==> src/rtl/instr_sequencer_pkg.sv <==
// Shared constants and types for the 19-bit CPU instruction sequencer.
// Holds the opcode encodings, the load/ALU selectors and the FSM state type.
package instr_sequencer_pkg;

  localparam int WORD_SIZE = 19;
  localparam int OPCODE_W  = 5;
  localparam int ADDR_W    = 14;

  localparam logic [ADDR_W-1:0] RESET_PC = '0;

  localparam logic [OPCODE_W-1:0] OP_NOP = 5'h00;
  localparam logic [OPCODE_W-1:0] OP_LD  = 5'h01;
  localparam logic [OPCODE_W-1:0] OP_ST  = 5'h02;
  localparam logic [OPCODE_W-1:0] OP_ADD = 5'h03;
  localparam logic [OPCODE_W-1:0] OP_SUB = 5'h04;
  localparam logic [OPCODE_W-1:0] OP_JMP = 5'h05;
  localparam logic [OPCODE_W-1:0] OP_JZ  = 5'h06;
  localparam logic [OPCODE_W-1:0] OP_HLT = 5'h07;

  typedef enum logic {LOAD_IR, LOAD_ACC} load_sel_t;

  typedef enum logic {ALU_ADD, ALU_SUB} alu_op_t;

  typedef enum logic [2:0] {
    FETCH,
    DECODE,
    EXEC,
    MEM_RD,
    MEM_WR,
    ALU_WAIT,
    HALT
  } seq_state_t;

  // Everything outside the defined set is reported as illegal and run as a NOP.
  function automatic logic is_legal_op(input logic [OPCODE_W-1:0] op);
    return (op <= OP_HLT);
  endfunction

endpackage

==> src/rtl/instr_sequencer_pc_counter.sv <==
// Program counter register: synchronous reset, parallel load, or increment
// with natural wrap from the top address back to zero.
module pc_counter
  import instr_sequencer_pkg::*;
#(
  parameter logic [ADDR_W-1:0] RESET_VALUE = RESET_PC
) (
  input  logic              clk,
  input  logic              rst,
  input  logic              inc,
  input  logic              load,
  input  logic [ADDR_W-1:0] load_value,
  output logic [ADDR_W-1:0] pc
);

  // A jump and an increment never coincide, but load wins if they ever did.
  always_ff @(posedge clk) begin
    if (rst) begin
      pc <= RESET_VALUE;
    end else if (load) begin
      pc <= load_value;
    end else if (inc) begin
      pc <= pc + 1'b1;
    end
  end

endmodule

==> src/rtl/instr_sequencer.sv <==
// Multi-cycle fetch/decode/execute controller: owns the PC, runs the memory
// handshake, strobes IR/ACC loads and sequences ALU, load/store and branches.
module instr_sequencer
  import instr_sequencer_pkg::*;
#(
  parameter logic [ADDR_W-1:0] RESET_VALUE = RESET_PC
) (
  input  logic                CLK,
  input  logic                RST,
  input  logic [OPCODE_W-1:0] opcode,
  input  logic [ADDR_W-1:0]   operand_addr,
  input  logic                mem_ready,
  input  logic                alu_done,
  input  logic                zero_flag,
  output logic                mem_rd,
  output logic                mem_wr,
  output logic [ADDR_W-1:0]   mem_addr,
  output logic                load_reg,
  output load_sel_t           load_select,
  output logic                alu_start,
  output alu_op_t             alu_op,
  output logic [ADDR_W-1:0]   pc,
  output logic                halted,
  output logic                illegal_op
);

  seq_state_t        state;
  seq_state_t        next_state;
  logic              pc_inc;
  logic              pc_load;

  pc_counter #(
    .RESET_VALUE(RESET_VALUE)
  ) u_pc (
    .clk       (CLK),
    .rst       (RST),
    .inc       (pc_inc),
    .load      (pc_load),
    .load_value(operand_addr),
    .pc        (pc)
  );

  always_ff @(posedge CLK) begin
    if (RST) begin
      state <= FETCH;
    end else begin
      state <= next_state;
    end
  end

  always_comb begin
    next_state = state;
    pc_inc     = 1'b0;
    pc_load    = 1'b0;
    unique case (state)
      FETCH: begin
        if (mem_ready) begin
          pc_inc     = 1'b1;
          next_state = DECODE;
        end
      end
      DECODE: next_state = EXEC;
      EXEC: begin
        unique case (opcode)
          OP_LD:          next_state = MEM_RD;
          OP_ST:          next_state = MEM_WR;
          OP_ADD, OP_SUB: next_state = ALU_WAIT;
          OP_HLT:         next_state = HALT;
          OP_JMP: begin
            pc_load    = 1'b1;
            next_state = FETCH;
          end
          OP_JZ: begin
            pc_load    = zero_flag;
            next_state = FETCH;
          end
          default:        next_state = FETCH;
        endcase
      end
      MEM_RD, MEM_WR: begin
        if (mem_ready) next_state = FETCH;
      end
      ALU_WAIT: begin
        if (alu_done) next_state = FETCH;
      end
      HALT:    next_state = HALT;
      default: next_state = FETCH;
    endcase
  end

  // Outputs are held quiet during a reset cycle so a pending request drops at once.
  always_comb begin
    mem_rd      = 1'b0;
    mem_wr      = 1'b0;
    mem_addr    = pc;
    load_reg    = 1'b0;
    load_select = LOAD_IR;
    alu_start   = 1'b0;
    alu_op      = ALU_ADD;
    halted      = 1'b0;
    illegal_op  = 1'b0;
    if (!RST) begin
      unique case (state)
        FETCH: begin
          mem_rd   = 1'b1;
          load_reg = mem_ready;
        end
        EXEC: begin
          if (opcode == OP_ADD || opcode == OP_SUB) begin
            alu_start = 1'b1;
            alu_op    = (opcode == OP_SUB) ? ALU_SUB : ALU_ADD;
          end
          illegal_op = !is_legal_op(opcode);
        end
        MEM_RD: begin
          mem_rd   = 1'b1;
          mem_addr = operand_addr;
          if (mem_ready) begin
            load_reg    = 1'b1;
            load_select = LOAD_ACC;
          end
        end
        MEM_WR: begin
          mem_wr   = 1'b1;
          mem_addr = operand_addr;
        end
        HALT:    halted = 1'b1;
        default: ;
      endcase
    end
  end

endmodule
==> config.mk <==
export PLATFORM = sky130hd
export DESIGN_NAME = instr_sequencer
export DESIGN_NICKNAME = d
export VERILOG_FILES = /design/src/rtl/instr_sequencer_pkg.sv /design/src/rtl/instr_sequencer_pc_counter.sv /design/src/rtl/instr_sequencer.sv
export SDC_FILE = /design/constraint.sdc
export NUM_CORES = 1
export LEC_CHECK = 0
export ABC_AREA = 1
export BUFFER_PORTS_ARGS = -buffer_cell sky130_fd_sc_hd__buf_2
export CORE_ASPECT_RATIO = 0.7
export CORE_MARGIN = 2
export CORE_UTILIZATION = 52
export DETAILED_ROUTE_END_ITERATION = 12
export GPL_TIMING_DRIVEN = 0
export PLACE_DENSITY = 0.86
export SLEW_MARGIN = 10
export SYNTH_ARGS = -nofsm -noshare
export SYNTH_HDL_FRONTEND = slang
export SYNTH_SLANG_ARGS = --single-unit
==> constraint.sdc <==
create_clock -name CLK -period 3.8 [get_ports CLK]
set_input_delay 0.76 -clock CLK [delete_from_list [all_inputs] [get_ports CLK]]
set_output_delay 0.76 -clock CLK [all_outputs]
set_load 0.01 [all_outputs]
==> flow_metrics.tcl, run 1 <==
set metrics [dict create \
    clock.fmax_mhz 381.3 \
    drive_gt1_share_pct 24.23 \
    cts_buffers 3 \
    postCtsSetupRepairBufs 0 \
    drt_iter0_drc 120 \
    p_comb_share_pct 36.3 \
    cts-root-buf "clkbuf_8" \
    antenna_cells 0 \
    drc_errors 0 \
    grt_antenna_before_repair 0 \
    firstDrtPassIters 4 \
    intPower_w 0.0003396 \
    die_h_um 48.45 \
    synth_cell_types 22 \
    grt_usage_pct 27.43 \
    ctsHoldBuffers 0 \
    synth.top_cells.by_area "dfxtp_1, nand2_1, inv_1" \
    area_delta_synth_final_pct 26.26 \
    num_rows 16 \
    setup_viol 0 \
    crit_required_ns 3.04 \
    hpwl_um 3177 \
    wl_per_cell_um 11.67 \
    tritoncts "built" \
    syn-num-nets 288 \
    portBuffers 59 \
    endpoint_kind "output port" \
    first_global_vias 1520 \
    syn_avg_cell_area_um2 5.580 \
    clock_power_share_pct 26.2 \
    gr-usage-met2_pct 41.34 \
    swShare_pct 38.92 \
    core_area_um2 2743 \
    viasPerCell 5.044 \
    hold_violations 0 \
    tns_ns 0 \
    rsz0062_at_grt "false" \
    leakage_nw 1.017 \
    maxCapViolations 0 \
    num_vias 1826 \
    grt-busiest-layer "met2" \
    syn_area_um2 1468 \
    use_met3_pct 6.047 \
    start_util_pct 53.51 \
    gp_congestion 0.9080 \
    power_frac_seq_pct 37.5 \
    routed_wl_um 4225 \
    die_w_um 67.50 \
    worstPathArrival_ns 1.86 \
    yosysWarnings 0 \
    hold_path.class "flip-flop to flip-flop" \
    clk_latency_ns 0.26 \
    synth_top_area_share_pct 23.19 \
    power.net_switching_w 0.0002164 \
    io_pins 60 \
    synthCells 263 \
    tightestPinTransition_ns 0.4977 \
    skew_ns 0.002966 \
    cts.repair.resized 0 \
    crit_type "flip-flop to output port" \
    cts_buffer_depth 2 \
    yosys.area.top_type "dfxtp_1" \
    status "complete, no violations" \
    yosysSeqAreaShare_pct 23.19 \
    die_area_um2 3270 \
    irDropWorstVdd_mv 0.1706 \
    power_density_nw_per_um2 300.0 \
    ant_nets 0 \
    slew_headroom_pct 66.82 \
    critPathLaunchType "flip-flop" \
    grt_max_degree 11 \
    ys_ff_latch 17 \
    clk_pin_slew_worst_paths_ns 0.07 \
    fin_crit_sh_pct 69.02 \
    drv_slew 0 \
    finalWorstPathRequiredPeriod_ns 2.623 \
    met1_usage_pct 39.94 \
    cts.sinks 17 \
    cp_max_fo 10 \
    nets 352 \
    grt_overflow 0 \
    htreeDepth 1 \
    grt_pass1_wl_um 6934 \
    fin_util_pct 67.56 \
]
cell families (layout without fill, tap and decap cells):
logic type,count (synthesis),in the layout,share of synthesized area (%)
fa+ha+maj,1,1,0.8524
compound gates,38,38,13.21
xor+xnor,4,4,2.387
buf+inv,52,115,15.43
simple gates,151,151,44.93
flops,17,17,23.19
cell usage in the layout (no fill, tap or decap), drive strengths merged:
cell type | netlist | final
buf | 5 | 64
xor2 | 4 | 4
dfxtp | 17 | 17
ha | 1 | 1
nor2 | 42 | 42
nand2 | 67 | 67
inv | 45 | 45
nand3 | 34 | 34
a21oi | 22 | 22
nor3 | 4 | 4
nand4 | 4 | 4
clkbuf | 2 | 6
o21ai | 16 | 16
final timing paths:
| check | to | slack [ns] | cells past startpoint | startpoint |
|---|---|---|---|---|
| max | mem_addr[13] | 1.18 | 8 | state[2] |
| min | u_pc.pc[13] | 0.60 | 4 | u_pc.pc[13] |
| max reg2reg | u_pc.pc[8] | 2.28 | 9 | state[1] |
| min reg2reg | u_pc.pc[13] | 0.60 | 4 | u_pc.pc[13] |
registers in the layout, summed over array words and instances (netlist names):
register and cells:
state 3, u_pc.pc 14
critical path: stages, from the launching register on:
cell and delay (ns):
dfxtp_1 0.41, inv_2 0.12, nor3_2 0.19, inv_1 0.08, nand2_1 0.11, nand2_2 0.15, buf_6 0.19, a21oi_1 0.18
buf_2 0.16
metrics by stage:
step                total power, W  cells  setup WS (ns)  hold WS, ns  area (um2)
global placement         0.0004073    358          1.234       0.5739        1808
finish                   0.0005559    362          1.177       0.6006        1853
CTS                      0.0005513    362          1.188       0.6013        1853
global route             0.0005877    362          1.028       0.6293        1853
detailed placement       0.0004119    358          1.227       0.5892        1808
floorplan                0.0003436    263          1.621       0.5563        1468
layout make-up:
type / count / area, um2
Clock buffer: 4 / 45.04
Buffer: 7 / 57.56
Tap cell: 36 / 45.04
Timing Repair Buffer: 59 / 295.3
Fill cell: 279 / 889.6
Sequential cell: 17 / 340.3
Multi-Input combinational cell: 194 / 900.9
Inverter: 45 / 168.9
cell usage after synthesis:
library cell and instances:
a21oi_1 22, buf_2 1, buf_6 4, clkbuf_1 2, dfxtp_1 17, ha_1 1, inv_1 43, inv_2 2
nand2_1 65, nand2_2 2, nand3_1 32, nand3_2 2, nand4_1 4, nor2_1 38, nor2_2 3, nor2_4 1
nor3_1 3, nor3_2 1, o21ai_0 12, o21ai_1 3, o21ai_2 1, xor2_1 4
power groups by stage:
| stage | combinational, W | sequential, W | clock, W |
|---|---|---|---|
| global route | 0.000227 | 0.000210 | 0.000151 |
| global placement | 0.000196 | 0.000211 | 0 |
| floorplan | 0.000133 | 0.000210 | 0 |
| CTS | 0.000201 | 0.000208 | 0.000143 |
| detailed placement | 0.000200 | 0.000212 | 0 |
| finish | 0.000202 | 0.000209 | 0.000146 |
metal layers:
| metal | part of all wire (%) | wire length, um |
|---|---|---|
| met5 | 0 | 0 |
| met4 | 0.71 | 30 |
| met3 | 7.6 | 320 |
| met2 | 43 | 1824 |
| met1 | 48 | 2049 |
Note: power is estimated with default switching activity, not from simulation.
==> run 2, diff against run 1 <==
Settings changed: CORE_UTILIZATION 52 to 44, PLACE_DENSITY 0.86 to 0.78.
Clock period 3.8 ns to 2.25 ns, I/O delays scaled along.
==> flow_metrics.tcl, run 2 (same netlist as run 1, synthesis figures left out) <==
set metrics [dict create \
    clock.fmax_mhz 469.5 \
    drt_iter0_drc 171 \
    grt_usage_pct 23.37 \
    grt_antenna_before_repair 0 \
    fin_area_um2 1884 \
    num_rows 17 \
    critPathLaunchType "flip-flop" \
    portBuffers 59 \
    grt_max_degree 11 \
    tightestPinTransition_ns 0.5024 \
    met1_usage_pct 34.57 \
    htreeDepth 1 \
    finalWorstPathRequiredPeriod_ns 2.130 \
    cp_max_fo 10 \
    worstHoldPathCells 3 \
    slew_headroom_pct 66.51 \
    leakage_nw 1.031 \
    use_met3_pct 4.038 \
    area_delta_synth_final_pct 28.39 \
    firstDrtPassIters 4 \
    drv_slew 0 \
    hold_violations 0 \
    hold_end "u_pc.pc[3]" \
    hold_path.class "input port to flip-flop" \
    largest_reg_flops 14 \
    grt_overflow 0 \
    maxCapViolations 0 \
    worstPathArrival_ns 1.68 \
    io_pins 60 \
    min-delay-start "operand_addr[3]" \
    cp-startpoint "state[2]" \
    wl_per_cell_um 11.62 \
    grt-busiest-layer "met2" \
    gr-usage-met2_pct 35.29 \
    status "complete, no violations" \
    tns_ns 0 \
    reg_top3 "u_pc.pc x14, state x3" \
    hpwl_um 3267 \
    reg2reg_slack_ns 0.75 \
    crit_required_ns 1.80 \
    cpPeakStageDelay_ns 0.38 \
    first_global_vias 1444 \
    drc_errors 0 \
    rsz0062_at_grt "false" \
    grt_pass1_wl_um 6810 \
    die_w_um 73.03 \
    power_density_nw_per_um2 496.3 \
    clk_pin_slew_worst_paths_ns 0.07 \
    irDropWorstVdd_mv 0.3353 \
    crit_type "flip-flop to output port" \
    r2r-end "u_pc.pc[7]" \
    endpoint_kind "output port" \
    total_power_w 0.0009352 \
    cts-root-buf "clkbuf_8" \
    fin_crit_sh_pct 94.67 \
    rr_startpoint "u_pc.pc[2]" \
    skew_ns 0.001799 \
    place_area_um2 1810 \
    fin_util_pct 59.46 \
    die_area_um2 3821 \
    tritoncts "built" \
    start_util_pct 46.31 \
    nets 353 \
    fillers 329 \
    routed_wl_um 4243 \
    gp_congestion 0.8931 \
    setup_viol 0 \
    ant_nets 0 \
    core_area_um2 3169 \
    clk_latency_ns 0.25 \
    top_register "u_pc.pc" \
    holdWs_ns 0.5026 \
    ff2ff_path_depth 7 \
    antenna_cells 0 \
    cts_buffers 3 \
    viasPerCell 5.077 \
    drive_gt1_share_pct 25.38 \
    crit_slowest_cell "dfxtp_4" \
    most-common-layout-cells "nand2_1, buf_2, inv_1" \
    die_h_um 52.32 \
    cts_buffer_depth 2 \
    crit_path_cell_trace "inv_4, nor3_4, inv_1, nand2_2, nand2_4, buf_6, a21oi_1, buf_2" \
    num_vias 1853 \
    layout_commonest_cell "nand2_1" \
    cts.sinks 17 \
]
==> run 2: cell types whose count changed in the layout (fill, tap and decap cells not counted), sizes merged <==
cell  previous run  this run
buf             64        65
==> run 2: how the worst max path moves through the flow <==
| stage | end | slack [ns] | cells after the start |
|---|---|---|---|
| floorplan | mem_addr[0] | 0.54 | 7 |
| global placement | mem_addr[13] | 0.25 | 8 |
| detailed placement | mem_addr[13] | 0.22 | 8 |
| CTS | mem_addr[13] | 0.01 | 8 |
| global route | mem_addr[13] | 0.003 | 8 |
| finish | mem_addr[13] | 0.12 | 8 |
==> run 2: worst max-delay path, delay by kind of cell, from the launching register on <==
kind / cells / cell delay, ns
AND/OR/NAND/NOR: 3 / 0.39
buffers and inverters: 4 / 0.47
flip-flops: 1 / 0.38
AO/OA/AOI/OAI: 1 / 0.17
==> run 2: stage by stage <==
stage	cells	setup WS [ns]
5_1_grt	365	0.002515
3_3_place_gp	360	0.2474
6_report	365	0.1199
3_5_place_dp	360	0.2238
4_1_cts	364	0.01386
2_1_floorplan	263	0.5425
==> run 2: power by group <==
group	internal, W	leakage (nW)	switching (W)	total (W)
clock network	0.000126	0.0228	0.000110	0.000236
registers	0.000320	0.139	0.0000352	0.000356
logic	0.000130	0.869	0.000214	0.000344
total	0.000576	1.03	0.000359	0.000935
==> run 2: layout make-up <==
| cell class | instances | area, um2 | share of cell area [%] |
|---|---|---|---|
| plain buffers | 7 | 57.56 | 3.054 |
| multi-input cells | 194 | 914.6 | 48.54 |
| repair buffers | 60 | 302.8 | 16.07 |
| clock buffers | 4 | 45.04 | 2.390 |
| flip-flops and latches | 17 | 345.3 | 18.33 |
| inverters | 45 | 171.4 | 9.097 |
| well taps | 38 | 47.55 | 2.523 |
==> run 2: timing repair <==
item,4_1_cts,5_1_grt
hold buffers,0,0
resized for setup,2,5
pin swaps,0,1
setup endpoints to repair,3,14
gates cloned,0,0
setup buffers,0,1
==> run 2: routing by layer <==
layer / vias up / wire [um]
met5: - / 0
met4: 0 / 26
met3: 2 / 330
met2: 68 / 1814
met1: 821 / 2072
li1: 962 / -
